$ cat src/rtl/kgp_ctrl_pkg.sv
// rtl/kgp_ctrl_pkg.sv - opcodes, field positions, FSM state and control bundle for control_sequencer
package kgp_ctrl_pkg;

    localparam logic [5:0] OP_RALU = 6'h00;
    localparam logic [5:0] OP_LD   = 6'h10;
    localparam logic [5:0] OP_ST   = 6'h11;
    localparam logic [5:0] OP_BR   = 6'h20;
    localparam logic [5:0] OP_BZ   = 6'h21;
    localparam logic [5:0] OP_BNZ  = 6'h22;
    localparam logic [5:0] OP_BCY  = 6'h23;
    localparam logic [5:0] OP_BS   = 6'h24;
    localparam logic [5:0] OP_BV   = 6'h25;
    localparam logic [5:0] OP_JR   = 6'h30;
    localparam logic [5:0] OP_CALL = 6'h31;
    localparam logic [5:0] OP_HLT  = 6'h3F;

    localparam logic [3:0] FN_SHIFT_LO = 4'd8;
    localparam logic [3:0] FN_SHIFT_HI = 4'd11;

    localparam int OP_MSB  = 31;
    localparam int OP_LSB  = 26;
    localparam int RS_MSB  = 25;
    localparam int RS_LSB  = 21;
    localparam int RT_MSB  = 20;
    localparam int RT_LSB  = 16;
    localparam int SH_MSB  = 15;
    localparam int SH_LSB  = 11;
    localparam int FN_MSB  = 3;
    localparam int IMM_MSB = 20;

    typedef enum logic [2:0] {
        ST_FETCH  = 3'd0,
        ST_DECODE = 3'd1,
        ST_EXEC   = 3'd2,
        ST_UPDATE = 3'd3,
        ST_HALT   = 3'd4
    } state_e;

    typedef enum logic [2:0] {
        COND_NONE   = 3'd0,
        COND_ALWAYS = 3'd1,
        COND_ZERO   = 3'd2,
        COND_NZERO  = 3'd3,
        COND_CARRY  = 3'd4,
        COND_SIGN   = 3'd5,
        COND_OVF    = 3'd6
    } cond_e;

    typedef struct packed {
        logic [3:0]  alu_control;
        logic        alu_src;
        logic        const_src;
        logic        reg_write;
        logic        mem_read;
        logic        mem_write;
        logic        reg_data;
        logic        reg_to_pc;
        logic        write_sel;
        logic [4:0]  reg_addr_1;
        logic [4:0]  reg_addr_2;
        logic [4:0]  shift_amount;
        logic [20:0] imm;
    } ctrl_t;

    // Word offset field, sign-extended and scaled to bytes.
    function automatic logic [31:0] branch_offset(input logic [20:0] off);
        return {{9{off[20]}}, off, 2'b00};
    endfunction

endpackage

$ cat src/rtl/ctrl_decoder.sv
// rtl/ctrl_decoder.sv - combinational instruction decode into DataPath controls and branch condition
module ctrl_decoder
    import kgp_ctrl_pkg::*;
(
    input  logic [31:0] ir,
    output ctrl_t       ctrl,
    output cond_e       cond,
    output logic        is_jr,
    output logic        is_halt
);

    logic [5:0] op;
    logic [3:0] fn;
    logic       is_shift;

    assign op       = ir[OP_MSB:OP_LSB];
    assign fn       = ir[FN_MSB:0];
    assign is_shift = (fn >= FN_SHIFT_LO) && (fn <= FN_SHIFT_HI);

    always_comb begin
        ctrl              = '0;
        cond              = COND_NONE;
        is_jr             = 1'b0;
        is_halt           = 1'b0;
        ctrl.reg_addr_1   = ir[RS_MSB:RS_LSB];
        ctrl.reg_addr_2   = ir[RT_MSB:RT_LSB];
        ctrl.shift_amount = ir[SH_MSB:SH_LSB];
        ctrl.imm          = ir[IMM_MSB:0];

        if (op == OP_RALU) begin
            ctrl.alu_control = fn;
            ctrl.alu_src     = is_shift;
            ctrl.const_src   = is_shift;
            ctrl.reg_write   = 1'b1;
            ctrl.write_sel   = 1'b1;
        end else if (op[5:4] == 2'b00) begin
            ctrl.alu_control = op[3:0];
            ctrl.alu_src     = 1'b1;
            ctrl.reg_write   = 1'b1;
            ctrl.write_sel   = 1'b1;
        end else begin
            case (op)
                OP_LD: begin
                    ctrl.alu_src   = 1'b1;
                    ctrl.mem_read  = 1'b1;
                    ctrl.reg_data  = 1'b1;
                    ctrl.reg_write = 1'b1;
                    ctrl.write_sel = 1'b1;
                end
                OP_ST: begin
                    ctrl.alu_src   = 1'b1;
                    ctrl.mem_write = 1'b1;
                end
                OP_BR:  cond = COND_ALWAYS;
                OP_BZ:  cond = COND_ZERO;
                OP_BNZ: cond = COND_NZERO;
                OP_BCY: cond = COND_CARRY;
                OP_BS:  cond = COND_SIGN;
                OP_BV:  cond = COND_OVF;
                OP_JR:  is_jr = 1'b1;
                OP_CALL: begin
                    cond           = COND_ALWAYS;
                    ctrl.reg_write = 1'b1;
                    ctrl.reg_to_pc = 1'b1;
                end
                OP_HLT: is_halt = 1'b1;
                default: ;
            endcase
        end
    end

endmodule

$ cat src/rtl/control_sequencer.sv
// rtl/control_sequencer.sv - fetch/decode/exec/update sequencer owning the PC; CTRL_RETIRE_CNT_EN adds retire_count
module control_sequencer
    import kgp_ctrl_pkg::*;
#(
    parameter logic [31:0] RESET_PC = 32'h0000_0000,
    parameter logic [31:0] PC_STEP  = 32'd4
) (
    input  logic        clk,
    input  logic        rst,
    output logic [31:0] imem_addr,
    output logic        imem_req,
    input  logic        imem_ack,
    input  logic [31:0] imem_rdata,
    input  logic        zero_flag,
    input  logic        carry_flag,
    input  logic        sign_flag,
    input  logic        overflow_flag,
    input  logic [31:0] alu_result,
    output logic        regWriteEnable,
    output logic [4:0]  regAddr_1,
    output logic [4:0]  regAddr_2,
    output logic [4:0]  shift_amount,
    output logic [20:0] immediate_const,
    output logic [31:0] npc,
    output logic [3:0]  alu_control,
    output logic        ALU_src,
    output logic        const_src,
    output logic        reg_to_pc,
    output logic        regWrite_select,
    output logic        reg_data,
    output logic        MemRead,
    output logic        MemWrite,
`ifdef CTRL_RETIRE_CNT_EN
    output logic [31:0] retire_count,
`endif
    output logic        halted
);

    state_e      state_q, state_d;
    logic [31:0] pc_q, pc_d;
    logic [31:0] ir_q, ir_d;
    ctrl_t       ctrl_q, ctrl_d;
    logic        taken_q, taken_d;
    logic [31:0] jr_target_q, jr_target_d;
    logic        req_q, req_d;
    logic [31:0] npc_q, npc_d;
    logic        halted_q, halted_d;

    ctrl_t       dec_ctrl;
    cond_e       dec_cond;
    logic        dec_jr;
    logic        dec_halt;
    logic        cond_hit;
    logic [31:0] seq_pc;

    // Decoding the next IR lets the control outputs be registered with no bubble.
    ctrl_decoder u_decoder (
        .ir      (ir_d),
        .ctrl    (dec_ctrl),
        .cond    (dec_cond),
        .is_jr   (dec_jr),
        .is_halt (dec_halt)
    );

    assign seq_pc = pc_q + PC_STEP;

    always_comb begin
        cond_hit = 1'b0;
        case (dec_cond)
            COND_ALWAYS: cond_hit = 1'b1;
            COND_ZERO:   cond_hit = zero_flag;
            COND_NZERO:  cond_hit = ~zero_flag;
            COND_CARRY:  cond_hit = carry_flag;
            COND_SIGN:   cond_hit = sign_flag;
            COND_OVF:    cond_hit = overflow_flag;
            default:     cond_hit = 1'b0;
        endcase
    end

    always_comb begin
        state_d     = state_q;
        pc_d        = pc_q;
        ir_d        = ir_q;
        taken_d     = taken_q;
        jr_target_d = jr_target_q;

        case (state_q)
            ST_FETCH: begin
                // req_q gates ack so the idle cycle right after reset cannot latch a word.
                if (imem_ack && req_q) begin
                    ir_d    = imem_rdata;
                    state_d = ST_DECODE;
                end
            end
            ST_DECODE: state_d = dec_halt ? ST_HALT : ST_EXEC;
            ST_EXEC: begin
                taken_d     = cond_hit;
                jr_target_d = alu_result & 32'hFFFF_FFFC;
                state_d     = ST_UPDATE;
            end
            ST_UPDATE: begin
                if (taken_q) begin
                    pc_d = seq_pc + branch_offset(ir_q[IMM_MSB:0]);
                end else if (dec_jr) begin
                    pc_d = jr_target_q;
                end else begin
                    pc_d = seq_pc;
                end
                state_d = ST_FETCH;
            end
            ST_HALT: state_d = ST_HALT;
            default: state_d = ST_FETCH;
        endcase

        ctrl_d = '0;
        if ((state_d == ST_DECODE) || (state_d == ST_EXEC)) begin
            ctrl_d           = dec_ctrl;
            ctrl_d.reg_write = dec_ctrl.reg_write && (state_d == ST_EXEC);
            ctrl_d.mem_write = dec_ctrl.mem_write && (state_d == ST_EXEC);
        end

        req_d    = (state_d == ST_FETCH);
        npc_d    = pc_d + PC_STEP;
        halted_d = (state_d == ST_HALT);
    end

    always_ff @(posedge clk or posedge rst) begin
        if (rst) begin
            state_q     <= ST_FETCH;
            pc_q        <= RESET_PC;
            ir_q        <= '0;
            ctrl_q      <= '0;
            taken_q     <= 1'b0;
            jr_target_q <= '0;
            req_q       <= 1'b0;
            npc_q       <= RESET_PC + PC_STEP;
            halted_q    <= 1'b0;
        end else begin
            state_q     <= state_d;
            pc_q        <= pc_d;
            ir_q        <= ir_d;
            ctrl_q      <= ctrl_d;
            taken_q     <= taken_d;
            jr_target_q <= jr_target_d;
            req_q       <= req_d;
            npc_q       <= npc_d;
            halted_q    <= halted_d;
        end
    end

`ifdef CTRL_RETIRE_CNT_EN
    logic [31:0] retire_count_q, retire_count_d;

    always_comb begin
        retire_count_d = retire_count_q;
        if (state_q == ST_UPDATE) begin
            retire_count_d = retire_count_q + 32'd1;
        end
    end

    always_ff @(posedge clk or posedge rst) begin
        if (rst) begin
            retire_count_q <= '0;
        end else begin
            retire_count_q <= retire_count_d;
        end
    end

    assign retire_count = retire_count_q;
`endif

    assign imem_addr       = pc_q;
    assign imem_req        = req_q;
    assign npc             = npc_q;
    assign halted          = halted_q;
    assign regWriteEnable  = ctrl_q.reg_write;
    assign MemWrite        = ctrl_q.mem_write;
    assign MemRead         = ctrl_q.mem_read;
    assign regAddr_1       = ctrl_q.reg_addr_1;
    assign regAddr_2       = ctrl_q.reg_addr_2;
    assign shift_amount    = ctrl_q.shift_amount;
    assign immediate_const = ctrl_q.imm;
    assign alu_control     = ctrl_q.alu_control;
    assign ALU_src         = ctrl_q.alu_src;
    assign const_src       = ctrl_q.const_src;
    assign reg_to_pc       = ctrl_q.reg_to_pc;
    assign regWrite_select = ctrl_q.write_sel;
    assign reg_data        = ctrl_q.reg_data;

endmodule

$ cat config.mk
export PLATFORM = sky130hd
export DESIGN_NAME = control_sequencer
export DESIGN_NICKNAME = d
export VERILOG_FILES = /design/src/rtl/kgp_ctrl_pkg.sv /design/src/rtl/ctrl_decoder.sv /design/src/rtl/control_sequencer.sv
export SDC_FILE = /design/constraint.sdc
export NUM_CORES = 1
export LEC_CHECK = 0
export ABC_AREA = 1
export CAP_MARGIN = 5
export CORE_MARGIN = 3
export CORE_UTILIZATION = 45
export CTS_BUF_LIST = sky130_fd_sc_hd__clkbuf_4
export CTS_CLUSTER_SIZE = 25
export DETAILED_ROUTE_END_ITERATION = 6
export PLACE_DENSITY = 0.72
export SKIP_LAST_GASP = 1
export SYNTH_ARGS = -nofsm -noshare
export SYNTH_HDL_FRONTEND = slang
export SYNTH_SLANG_ARGS = --single-unit
$ cat constraint.sdc
create_clock -name clk -period 5.36 [get_ports clk]
set_input_delay 1.072 -clock clk [delete_from_list [all_inputs] [get_ports clk]]
set_output_delay 1.072 -clock clk [all_outputs]
set_load 0.02 [all_outputs]
==> impl_metrics.tcl, run 1 <==
set metrics [dict create \
    outcome "finished clean" \
    portBuffers 178 \
    route.detailed.drc 0 \
    num_vias 10600 \
    hold_buffers 0 \
    layout.cells.non_filler 2171 \
    max_cap_violations 0 \
    ios 185 \
    grt_pass1_wl_mm 52.5 \
    syn_area_um2 11000 \
    r2r-end "npc[28]$_DFF_PP0_" \
    cp-startpoint "imem_addr[2]$_DFF_PP0_" \
    multi_input_area_um2 5520 \
    drt_wl_total_mm 33.2 \
    crit_top_cell "nand2_1" \
    yosysUniqueCellTypes 41 \
    critPathLaunchType "register" \
    first_pass_iters 6 \
    clkSlewWorstSetupHoldPaths_ps 160 \
    finalSetupTns_ps 0 \
    clk_latency_ps 580 \
    place.gp.congestion 0.997 \
    highest_layer "met5" \
    start_util_pct 46.3 \
    wl_met1_mm 14.7 \
    wl_met2_mm 15.7 \
    hpwl_mm 26.1 \
    grt_pass1_vias 9970 \
    postSynthAreaPerCell_um2 6.55 \
    finClkSkew_ps 45.9 \
    die_h_um 162 \
    max-vdd-ir-drop_v 0.000299 \
    slew_violations 0 \
    rows 56 \
    dieArea_um2 26400 \
    hold_path.class "register to register" \
    crit_path_end "npc[28]$_DFF_PP0_" \
    numClockSinks 165 \
    die-width_um 162 \
    final_cell_mix "nand2_1 (641), inv_1 (280), clkdlybuf4s50_1 (178)" \
    max-clock-path-buffers 2 \
    drive_above_1_share_pct 5.62 \
    drtAntennaViolNets 0 \
    antenna_found_initial 2 \
    dpl_worst_slack_ps 766 \
    nNetsFinal 1941 \
    route.met3.wl_mm 2.30 \
    endpoint_kind "register" \
    root_buffer "clkbuf_4" \
    setup_viol 0 \
    drtIter0Drc 821 \
    htreeDepth 4 \
    final_common_cell "nand2_1" \
    gr-total-overflow 0 \
    relSlewSlack_pct 21.5 \
    arrival_ps 4800 \
    dp_cells 2138 \
    rsz0062_at_grt "no" \
    syn_to_final_growth_pct 20.8 \
    seqCellArea_um2 4130 \
    finalHoldViolCount 0 \
    reg2reg_from "imem_addr[2]$_DFF_PP0_" \
    post-cts-setup-buffers 0 \
    core-area_um2 23800 \
    critPathKind "register to register" \
    powerDensity_nw_per_um2 638 \
    reg2regPathDepth 26 \
    grt_start_max_net_pins 72 \
    cp_data_required_time_ps 5820 \
    min_period_ps 4330 \
    p_total_uw 8470 \
    avgViaCountPerCell 4.90 \
    setup_ws_ps 1030 \
    n_fill_cell 2317 \
    critical-path-max-stage-delay_ps 520 \
    cts_repair_resize_count 0 \
    fmax_mhz 231 \
    crit_fanout 12 \
    yosys_register_bits 165 \
    grt_util_all_layers_pct 25.4 \
    cts_buffers 17 \
    cts_tree "done" \
    worstMarginPinSlew_ps 1180 \
    leakage_uw 0.00713 \
    synth.yosys.seq_area_share_pct 37.6 \
    rrSetupSlack_ps 1030 \
    fin_crit_sh_pct 80.9 \
    syn_inst 1678 \
    yosys_warnings 0 \
    crit_slowest_cell "dfrtp_1" \
    wl_per_cell_um 15.3 \
]
==> routing by layer <==
| layer | global-route usage (%) | vias up |
|---|---|---|
| met5 | 0 | - |
| met4 | 5.47 | 2 |
| met3 | 3.79 | 33 |
| met2 | 42.1 | 370 |
| met1 | 35.5 | 4825 |
| li1 | - | 5404 |
==> Yosys cell counts <==
library cell | n | share of area (%)
and2_1 | 5 | 0.28
o31ai_1 | 1 | 0.068
dfrtp_1 | 164 | 37
a21oi_2 | 1 | 0.080
nor3_1 | 9 | 0.41
buf_2 | 8 | 0.36
nand3_4 | 2 | 0.32
buf_4 | 15 | 1.0
clkinv_1 | 1 | 0.034
o21a_1 | 1 | 0.068
nand2_1 | 641 | 22
a31oi_1 | 2 | 0.11
nor2_1 | 155 | 5.3
a21o_1 | 1 | 0.068
nor2_8 | 2 | 0.36
nor2_2 | 13 | 0.74
xor2_1 | 28 | 2.2
o21bai_1 | 1 | 0.068
nor3_2 | 1 | 0.091
inv_2 | 5 | 0.17
o211ai_1 | 3 | 0.20
buf_1 | 4 | 0.14
clkbuf_1 | 18 | 0.61
nor2_4 | 4 | 0.41
ha_1 | 31 | 3.5
inv_1 | 281 | 9.6
a21oi_1 | 21 | 0.96
buf_8 | 1 | 0.14
o21ai_0 | 45 | 2.0
fa_1 | 1 | 0.18
inv_4 | 1 | 0.057
or2_2 | 2 | 0.11
nand3b_1 | 4 | 0.27
dfstp_2 | 1 | 0.24
conb_1 | 1 | 0.034
nand4_1 | 27 | 1.5
nand3_1 | 137 | 6.2
buf_6 | 3 | 0.31
nand2_2 | 26 | 1.5
nand2_4 | 3 | 0.31
xnor2_1 | 8 | 0.64
==> where the power goes <==
part / leakage [uW] / switching [uW] / total (uW) / internal, uW
Clock: 0.000158 / 534 / 756 / 221
Sequential: 0.00205 / 410 / 2170 / 1760
Combinational: 0.00492 / 3620 / 5550 / 1930
Total: 0.00713 / 4560 / 8470 / 3910
==> cell families (layout without fill, tap and decap cells) <==
group / after synthesis / count (layout) / share of synthesized area [%]
buffers and inverters: 337 / 507 / 12.4
other: 1 / 5 / 0.0341
flip-flops: 165 / 165 / 37.6
AND/OR/NAND/NOR: 1031 / 1031 / 39.7
XOR/XNOR: 36 / 36 / 2.87
adder cells (fa/ha/maj): 32 / 32 / 3.71
AO/OA/AOI/OAI: 76 / 76 / 3.67
==> how the worst min path moves through the flow <==
| stage | slack, ps | startpoint | depth (start not counted) | to |
|---|---|---|---|---|
| global placement | 460 | jr_target_q[25]$_DFFE_PP0N_ | 2 | jr_target_q[25]$_DFFE_PP0N_ |
| floorplan | 440 | jr_target_q[10]$_DFFE_PP0N_ | 2 | jr_target_q[10]$_DFFE_PP0N_ |
| CTS | 500 | jr_target_q[2]$_DFFE_PP0N_ | 2 | jr_target_q[2]$_DFFE_PP0N_ |
| global route | 520 | jr_target_q[12]$_DFFE_PP0N_ | 2 | jr_target_q[12]$_DFFE_PP0N_ |
| finish | 490 | jr_target_q[9]$_DFFE_PP0N_ | 2 | jr_target_q[9]$_DFFE_PP0N_ |
| detailed placement | 460 | jr_target_q[2]$_DFFE_PP0N_ | 2 | jr_target_q[2]$_DFFE_PP0N_ |
==> final cells by class <==
| cell class | count | share of cell area, % |
|---|---|---|
| diodes | 1 | 0.0188 |
| clock buffers | 18 | 1.02 |
| clock inverters | 14 | 1.17 |
| inverters | 288 | 8.19 |
| multi-input cells | 1179 | 41.6 |
| flip-flops and latches | 165 | 31.1 |
| well taps | 319 | 3.01 |
| repair buffers | 187 | 13.9 |
==> metrics by stage <==
stage	hold slack, ps	util [%]	instance area [um^2]
floorplan	442	-	11000
global placement	457	54.7	13000
detailed placement	459	54.7	13000
CTS	495	55.9	13300
global route	522	55.9	13300
finish	491	55.9	13300
==> sequential cells by signal, indices dropped and copies added, names as in the netlist, 3 cells and up <==
| signal | flops |
|---|---|
| imem_addr | 30 |
| regAddr_1 | 5 |
| state_q | 3 |
| jr_target_q | 30 |
| immediate_const | 21 |
| npc | 30 |
| alu_control | 4 |
| ir_q | 32 |
==> critical path: cells and delay by family, from the launching register on <==
kind | cells | cell delay (ps)
buf+inv | 2 | 270
xor+xnor | 1 | 200
flops | 1 | 520
simple gates | 21 | 2600
fa+ha+maj | 2 | 630
No activity file was read; power rests on OpenSTA's default activity.
==> inputs of run 2 (changes only) <==
- PLACE_DENSITY: 0.72 -> 0.69
- clock period: 5.36 -> 4.2 ns (I/O delays scaled with it)
==> impl_metrics.tcl, run 2 (synthesized netlist as in run 1, its figures left out) <==
set metrics [dict create \
    clkSlewWorstSetupHoldPaths_ps 170 \
    finClkSkew_ps 37.5 \
    grt_pass1_vias 10100 \
    worstMarginPinSlew_ps 839 \
    crit_fanout 7 \
    crit_top_cell "nand2_1" \
    whs_ps 497 \
    core-area_um2 23800 \
    drt_wl_total_mm 33.5 \
    regMostFlops "ir_q" \
    drive_above_1_share_pct 8.96 \
    arrival_ps 4400 \
    first_pass_iters 5 \
    syn_to_final_growth_pct 24.1 \
    slew_violations 0 \
    dp_cells 2158 \
    avgViaCountPerCell 4.92 \
    r2r-end "npc[15]$_DFF_PP0_" \
    rsz0062_at_grt "no" \
    hpwl_mm 26.6 \
    drtAntennaViolNets 0 \
    p_total_uw 11100 \
    powerDensity_nw_per_um2 811 \
    final_common_cell "nand2_1" \
    hold_depth 2 \
    start_util_pct 46.3 \
    min_period_ps 3890 \
    route.detailed.drc 0 \
    critPathLaunchType "register" \
    fmax_mhz 257 \
    die_h_um 162 \
    grt_util_all_layers_pct 25.6 \
    wl_per_cell_um 15.2 \
    max-clock-path-buffers 2 \
    hold_end "jr_target_q[23]$_DFFE_PP0N_" \
    drtIter0Drc 766 \
    rrSetupSlack_ps 310 \
    fin_crit_sh_pct 92.7 \
    endpoint_kind "register" \
    final_cell_mix "nand2_1 (634), inv_1 (280), clkdlybuf4s50_1 (178)" \
    hold_start "jr_target_q[23]$_DFFE_PP0N_" \
    portBuffers 178 \
    n_fill_cell 2319 \
    largest_reg_flops 32 \
    finalHoldViolCount 0 \
    reg2regPathDepth 26 \
    reg2reg_from "imem_addr[3]$_DFF_PP0_" \
    layout.cells.non_filler 2195 \
    max-vdd-ir-drop_v 0.000346 \
    outcome "finished clean" \
    setup_viol 0 \
    hold_path.class "register to register" \
    dieArea_um2 26400 \
    ios 185 \
    cts_tree "done" \
    relSlewSlack_pct 44.0 \
    clk_latency_ps 590 \
    rows 56 \
    critical-path-max-stage-delay_ps 450 \
    root_buffer "clkbuf_4" \
    critPathKind "register to register" \
    gr-total-overflow 0 \
    grt_start_max_net_pins 104 \
    finalSetupTns_ps 0 \
    max_cap_violations 0 \
    nNetsFinal 1965 \
    die-width_um 162 \
    num_vias 10800 \
    numClockSinks 165 \
    antenna_found_initial 1 \
    cp_data_required_time_ps 4700 \
    place.gp.congestion 0.967 \
    crit_slowest_cell "dfrtp_1" \
    grt_pass1_wl_mm 52.7 \
    cts_buffers 17 \
    htreeDepth 4 \
    hold_buffers 0 \
    leakage_uw 0.00726 \
]
==> run 2: changes by cell type in the layout (fill, tap and decap cells not counted), sizes merged <==
cell / change
clkinv: +1
buf: +24
clkbuf: -1
==> run 2: where the power goes <==
part	leakage [uW]	switching [uW]	internal [uW]
clock	0.000155	691	274
combinational	0.00506	4740	2620
sequential	0.00205	498	2240
total	0.00726	5930	5140
==> run 2: final cells by class <==
class / count / area (um^2) / share of cell area [%]
antenna: 1 / 2.50 / 0.0183
tap: 319 / 399 / 2.93
clock buffer: 17 / 128 / 0.935
timing repair buffer: 211 / 2050 / 15.1
multi-input combinational: 1179 / 5680 / 41.7
clock inverter: 15 / 156 / 1.15
sequential: 165 / 4130 / 30.3
inverter: 288 / 1090 / 7.97
==> run 2: worst max-delay path, delay by kind of cell, from the launching register on <==
family / cells / cell delay, ps
flops: 1 / 450
simple gates: 17 / 2080
fa+ha+maj: 1 / 380
xor+xnor: 2 / 260
buf+inv: 6 / 620
==> run 2: worst max path at each step <==
| stage | to | slack (ps) | start |
|---|---|---|---|
| finish | npc[15]$_DFF_PP0_ | 310 | imem_addr[3]$_DFF_PP0_ |
| global route | npc[15]$_DFF_PP0_ | 1 | imem_addr[3]$_DFF_PP0_ |
| CTS | npc[28]$_DFF_PP0_ | 50 | imem_addr[2]$_DFF_PP0_ |
| detailed placement | npc[19]$_DFF_PP0_ | 100 | imem_addr[2]$_DFF_PP0_ |
| global placement | npc[25]$_DFF_PP0_ | 180 | imem_addr[2]$_DFF_PP0_ |
| floorplan | npc[29]$_DFF_PP0_ | 770 | imem_addr[2]$_DFF_PP0_ |
==> run 2: metrics by stage <==
| stage | util, % | cell area (um^2) | worst slack [ps] |
|---|---|---|---|
| 2_1_floorplan | - | 11000 | 767 |
| 3_3_place_gp | 55.4 | 13200 | 176 |
| 3_5_place_dp | 55.4 | 13200 | 101 |
| 4_1_cts | 56.6 | 13400 | 46.5 |
| 5_1_grt | 57.4 | 13600 | 1.41 |
| 6_report | 57.4 | 13600 | 306 |
==> run 2: routing by layer <==
metal / up-vias / share of wire, % / GRT usage [%] / wire, um
met2: 320 / 47 / 42.1 / 15800
met3: 41 / 6.6 / 4.91 / 2200
met1: 4988 / 44 / 34.8 / 14800
met5: - / 0 / 0 / 0
li1: 5451 / - / - / -
met4: 0 / 2.0 / 6.82 / 679
==> run 2: repair_timing <==
item | 4_1_cts | 5_1_grt
buffers inserted | 0 | 4
endpoints found under the setup margin | 0 | 20
resized for setup | 0 | 47
